==> src/rtl/rgb_frame_sequencer.sv <==
// Frame-level controller for the RGB pixel datapath: counts beats and lines,
// regenerates t_last/start-of-frame and steers each frame to passthrough or convert.
module rgb_frame_sequencer #(
  parameter int DATA_WIDTH = 64,
  parameter int DEST_WIDTH = 1,
  parameter int USER_WIDTH = 1,
  parameter int ID_WIDTH   = 1,
  parameter int CNT_WIDTH  = 16
) (
  input  logic                    aclk,
  input  logic                    areset,
  input  logic                    cfg_start,
  input  logic                    cfg_abort,
  input  logic                    cfg_mode,
  input  logic [CNT_WIDTH-1:0]    cfg_line_beats,
  input  logic [CNT_WIDTH-1:0]    cfg_lines,
  output logic                    busy,
  output logic                    done,
  output logic                    aborted,
  output logic                    err_odd,
  output logic                    err_sync,
  output logic [CNT_WIDTH-1:0]    frame_cnt,
  input  logic                    src_t_valid,
  output logic                    src_t_ready,
  input  logic [DATA_WIDTH-1:0]   src_t_data,
  input  logic [DATA_WIDTH/8-1:0] src_t_keep,
  input  logic [DATA_WIDTH/8-1:0] src_t_strb,
  input  logic                    src_t_last,
  output logic                    m_pass_t_valid,
  input  logic                    m_pass_t_ready,
  output logic [DATA_WIDTH-1:0]   m_pass_t_data,
  output logic [DATA_WIDTH/8-1:0] m_pass_t_keep,
  output logic [DATA_WIDTH/8-1:0] m_pass_t_strb,
  output logic                    m_pass_t_last,
  output logic [DEST_WIDTH-1:0]   m_pass_t_dest,
  output logic [ID_WIDTH-1:0]     m_pass_t_id,
  output logic [USER_WIDTH-1:0]   m_pass_t_user,
  output logic                    m_conv_t_valid,
  input  logic                    m_conv_t_ready,
  output logic [DATA_WIDTH-1:0]   m_conv_t_data,
  output logic [DATA_WIDTH/8-1:0] m_conv_t_keep,
  output logic [DATA_WIDTH/8-1:0] m_conv_t_strb,
  output logic                    m_conv_t_last,
  output logic [DEST_WIDTH-1:0]   m_conv_t_dest,
  output logic [ID_WIDTH-1:0]     m_conv_t_id,
  output logic [USER_WIDTH-1:0]   m_conv_t_user
);

  typedef enum logic [1:0] {IDLE, RUN, DONE} state_t;

  state_t                 state_q, state_d;
  logic                   mode_q;
  logic [CNT_WIDTH-1:0]   line_beats_q, lines_q;
  logic [CNT_WIDTH-1:0]   beat_cnt, line_cnt;
  logic                   run, sel_ready, xfer, line_end, last_line, sof, cfg_zero;

  assign cfg_zero  = (cfg_line_beats == '0) || (cfg_lines == '0);
  assign line_end  = (beat_cnt == line_beats_q - CNT_WIDTH'(1));
  assign last_line = (line_cnt == lines_q - CNT_WIDTH'(1));
  assign sof       = (beat_cnt == '0) && (line_cnt == '0);
  // Gating with areset keeps a reset cycle from ever completing a handshake.
  assign run       = (state_q == RUN) && !areset;
  assign sel_ready = mode_q ? m_conv_t_ready : m_pass_t_ready;
  assign xfer      = src_t_valid && src_t_ready;

  assign busy = (state_q == RUN);
  assign done = (state_q == DONE);

  always_ff @(posedge aclk) begin
    if (areset) state_q <= IDLE;
    else        state_q <= state_d;
  end

  // NOTE: every always_comb output gets a default first so no path can infer a latch.
  always_comb begin
    state_d = state_q;
    unique case (state_q)
      IDLE: begin
        if (cfg_start) begin
          if (cfg_zero)                            state_d = DONE;
          else if (cfg_mode && cfg_line_beats[0])  state_d = IDLE;
          else                                     state_d = RUN;
        end
      end
      RUN: begin
        if (cfg_abort)                             state_d = IDLE;
        else if (xfer && line_end && last_line)    state_d = DONE;
      end
      DONE:    state_d = IDLE;
      default: state_d = IDLE;
    endcase
  end

  // The stream path is purely combinational; only the selected master sees the beat.
  always_comb begin
    src_t_ready    = run && sel_ready;
    m_pass_t_valid = run && !mode_q && src_t_valid;
    m_conv_t_valid = run && mode_q && src_t_valid;
    m_pass_t_data  = src_t_data;
    m_conv_t_data  = src_t_data;
    m_pass_t_keep  = src_t_keep;
    m_conv_t_keep  = src_t_keep;
    m_pass_t_strb  = src_t_strb;
    m_conv_t_strb  = src_t_strb;
    m_pass_t_last  = run && !mode_q && line_end;
    m_conv_t_last  = run && mode_q && line_end;
    m_pass_t_dest  = '0;
    m_conv_t_dest  = '0;
    m_pass_t_id    = '0;
    m_conv_t_id    = '0;
    m_pass_t_user  = '0;
    m_conv_t_user  = '0;
    m_pass_t_user[0] = run && !mode_q && sof;
    m_conv_t_user[0] = run && mode_q && sof;
  end

  // NOTE: sequential state uses non-blocking assignments so every register samples pre-edge values.
  always_ff @(posedge aclk) begin
    if (areset) begin
      mode_q       <= 1'b0;
      line_beats_q <= '0;
      lines_q      <= '0;
      beat_cnt     <= '0;
      line_cnt     <= '0;
      aborted      <= 1'b0;
      err_odd      <= 1'b0;
      err_sync     <= 1'b0;
      frame_cnt    <= '0;
    end else begin
      aborted <= 1'b0;
      unique case (state_q)
        IDLE: begin
          if (cfg_start) begin
            mode_q       <= cfg_mode;
            line_beats_q <= cfg_line_beats;
            lines_q      <= cfg_lines;
            beat_cnt     <= '0;
            line_cnt     <= '0;
            err_odd      <= !cfg_zero && cfg_mode && cfg_line_beats[0];
            err_sync     <= 1'b0;
          end
        end
        RUN: begin
          if (xfer) begin
            if (src_t_last && !line_end) err_sync <= 1'b1;
            if (line_end) begin
              beat_cnt <= '0;
              line_cnt <= last_line ? '0 : line_cnt + CNT_WIDTH'(1);
            end else begin
              beat_cnt <= beat_cnt + CNT_WIDTH'(1);
            end
          end
          if (cfg_abort) begin
            beat_cnt <= '0;
            line_cnt <= '0;
            aborted  <= 1'b1;
          end
        end
        DONE:    frame_cnt <= frame_cnt + CNT_WIDTH'(1);
        default: ;
      endcase
    end
  end

endmodule

==> config.mk <==
export PLATFORM = sky130hd
export DESIGN_NAME = rgb_frame_sequencer
export DESIGN_NICKNAME = d
export VERILOG_FILES = /design/src/rtl/rgb_frame_sequencer.sv
export SDC_FILE = /design/constraint.sdc
export NUM_CORES = 1
export LEC_CHECK = 0
export BUFFER_PORTS_ARGS = -buffer_cell sky130_fd_sc_hd__buf_2
export CAP_MARGIN = 20
export CORE_MARGIN = 3
export CORE_UTILIZATION = 40
export CTS_CLUSTER_DIAMETER = 200
export DETAILED_ROUTE_END_ITERATION = 7
export GPL_TIMING_DRIVEN = 0
export HOLD_SLACK_MARGIN = 0.06
export PLACE_DENSITY = 0.72
export SKIP_CTS_REPAIR_TIMING = 1
export SLEW_MARGIN = 5
export SYNTH_ARGS = -nofsm -noshare
export SYNTH_HDL_FRONTEND = slang
export SYNTH_SLANG_ARGS = --single-unit
==> constraint.sdc <==
create_clock -name aclk -period 8.1 [get_ports aclk]
set_input_delay 1.62 -clock aclk [delete_from_list [all_inputs] [get_ports aclk]]
set_output_delay 1.62 -clock aclk [all_outputs]
set_load 0.1 [all_outputs]
==> flow_metrics.py <==
metrics = {
    "clock_network": {
        "clk_latency_ns": 0.35,
        "clk_path_buf_depth": 2,
        "clock-sinks": 86,
        "path_clk_slew_ns": 0.07,
        "htreeDepth": 3,
        "cts_tree": "built",
        "cts-root-buf": "clkbuf_16",
        "cts_buffers": 9,
    },
    "synth": {
        "yosysSeqAreaShare": 0.278,
        "synth_commonest_cells": "buf_4, nand2_1, dfxtp_1",
        "syn-instance-count": 803,
        "async_flop_share": 0,
        "ys_ff_latch": 86,
        "post-synth-top-count-cell": "buf_4",
        "netlist_top_cells_area": "dfxtp_1, buf_4, nand2_1",
        "synthFlopType": "dfxtp_1",
        "syn_area_per_cell_um2": 7.72,
        "synth-edff-count": 0,
        "synth_top_cell_area_share": 0.278,
        "yosysWarningCount": 0,
        "ys_types": 59,
        "synth_top_area_cell": "dfxtp_1",
        "synth_area_um2": 6200,
    },
    "sta": {
        "period_share": 0.723,
        "min_period_ns": 5.85,
        "worst_pin_slew_ns": 0.849,
        "grt_setup_unrepaired": "no",
        "setup_viol": 0,
        "final-hold-violation-count": 0,
        "slew_violations": 0,
        "maxSlewHeadroom": 0.429,
        "final.setup.worst_slack_ns": 2.25,
        "fin_tns_setup_ns": 0,
        "fmax_ghz": 0.171,
        "skew_ns": 0.00675,
    },
    "die": {
        "core_um2": 14900,
        "dieHeight_um": 131,
        "ios": 313,
        "die_w_um": 131,
        "dieArea_um2": 17000,
        "rows": 44,
        "start_util": 0.417,
    },
    "flow_run": {
        "max-cap-violations": 0,
    },
    "pwr": {
        "p_leak_nw": 3.62,
        "p_int_mw": 0.789,
        "ir_drop_v": 0.000109,
        "p_sw_frac": 0.449,
        "p_switching_mw": 0.641,
        "combinationalPowerShare": 0.418,
        "pwr-share-clk": 0.267,
        "powerDensity_nw_per_um2": 182,
        "p_total_mw": 1.43,
        "p_seq_frac": 0.315,
    },
    "finish": {
        "nets": 1172,
        "finish.utilization": 0.528,
        "n_fill_cell": 1463,
        "drive_gt1_frac": 0.407,
        "antenna_cells": 0,
        "area_delta_synth_final_pct": 26.5,
    },
    "grt": {
        "grtUsageTotal": 0.179,
        "grt_pass1_vias": 5233,
        "grt_max_degree": 15,
        "globalRoute.totalOverflow": 0,
        "grt_pass1_wl_mm": 25.1,
        "antenna_found_initial": 1,
    },
    "route": {
        "wl_per_cell_um": 13.2,
        "route.met3.wl_mm": 1.19,
        "drt-initial-drc-count": 302,
        "highest_layer": "met5",
        "route.detailed.drc": 0,
        "route.vias.total": 5990,
        "ant_nets": 0,
        "wl_met2_mm": 7.70,
        "wirelength_met1_mm": 7.16,
        "routed_wl_mm": 16.2,
        "first_pass_iters": 4,
        "vias_per_cell": 4.86,
    },
    "min_path": {
        "hp-class": "reg2reg",
    },
    "placed_design": {
        "gp_congestion": 0.911,
        "pre_cts_ws_ns": 2.63,
        "portBuffers": 227,
        "dp_hpwl_mm": 13.3,
    },
    "critical_path": {
        "crit_required_ns": 6.48,
        "path_class": "reg2out",
        "r2r_slack_ns": 4.24,
        "worst_setup_path_end_kind": "output port",
        "cp_data_arrival_time_ns": 4.23,
        "worstPathMaxFanout": 10,
        "cp-start-kind": "register",
    },
    "status": {
        "status": "completed",
    },
}
[per-layer routing]
metal,up-vias,global-route usage
met5,-,0
met4,2,0.0448
met3,15,0.0370
met2,214,0.298
met1,2701,0.239
li1,3058,-
[area by class of cell]
class                   instances  area (um^2)  area share
multi-input cells             500         3030       0.386
flip-flops and latches         86         1720       0.219
plain buffers                 205         1400       0.179
repair buffers                227         1140       0.145
well taps                     184          230      0.0293
clock buffers                  10          229      0.0292
inverters                      15         56.3     0.00718
clock inverters                 6         38.8     0.00494
[cells by family after synthesis]
group           share of synthesized area
buf+inv                             0.235
xor+xnor                            0.100
mux                               0.00827
fa+ha+maj                          0.0141
other cells                      0.000605
flops                               0.278
compound gates                      0.109
simple gates                        0.254
[worst paths after layout]
check	from	endpoint	cells past startpoint
min reg2reg	line_beats_q[15]$_SDFFE_PP0P_	line_beats_q[15]$_SDFFE_PP0P_	2
max	line_beats_q[0]$_SDFFE_PP0P_	m_conv_t_last	11
min	line_beats_q[15]$_SDFFE_PP0P_	line_beats_q[15]$_SDFFE_PP0P_	2
max reg2reg	line_beats_q[0]$_SDFFE_PP0P_	line_cnt[13]$_SDFFE_PP0P_	13
[power groups by stage]
stage | sequential, mW | combinational, mW | clock (mW)
after global routing | 0.453 | 0.629 | 0.405
after floorplan | 0.458 | 0.518 | 0
after CTS | 0.450 | 0.599 | 0.386
after global placement | 0.459 | 0.595 | 0
after detailed placement | 0.460 | 0.598 | 0
final | 0.451 | 0.597 | 0.382
[worst max-delay path, stage by stage, from the launching register on]
cell	delay (ns)
dfxtp_1	0.38
inv_1	0.08
ha_1	0.19
or3b_1	0.34
buf_2	0.17
or4_1	0.49
a2111oi_2	0.43
nand4_1	0.20
a2111oi_4	0.48
clkbuf_1	0.42
nor2b_1	0.24
buf_2	0.47
[registers in the layout, summed over array words and instances (netlist names)]
register      cells
lines_q          16
beat_cnt         16
state_q           2
err_sync          1
mode_q            1
frame_cnt        16
err_odd           1
line_cnt         16
aborted           1
line_beats_q     16
[stage by stage]
step                      area [um^2]  hold WS (ns)  cells
final                            7850         0.479   1233
after global routing             7850         0.514   1233
after CTS                        7850         0.480   1233
after detailed placement         7580         0.472   1217
after global placement           7580         0.459   1217
after floorplan                  6210         0.448    806
[cell usage in the layout, fill, tap and decap left out, drive strengths merged, types with 3 or more instances in the layout]
cell    instances
a31oi           6
or2             3
nand3          19
buf           397
o21ai          12
nand4          16
nand2b          4
o31ai           7
o211ai          3
nor3b           5
and3           16
nor2           57
clkbuf         45
nand2          95
conb            4
nand3b          4
nor4           25
o32ai           3
xor2           33
inv            15
and2            7
and4            5
dfxtp          86
ha              7
clkinv          4
nor2b           9
nor3           16
xnor2          38
or4            12
mux2i           4
a21oi          54
or3             8
(Power assumes the default switching activity.)
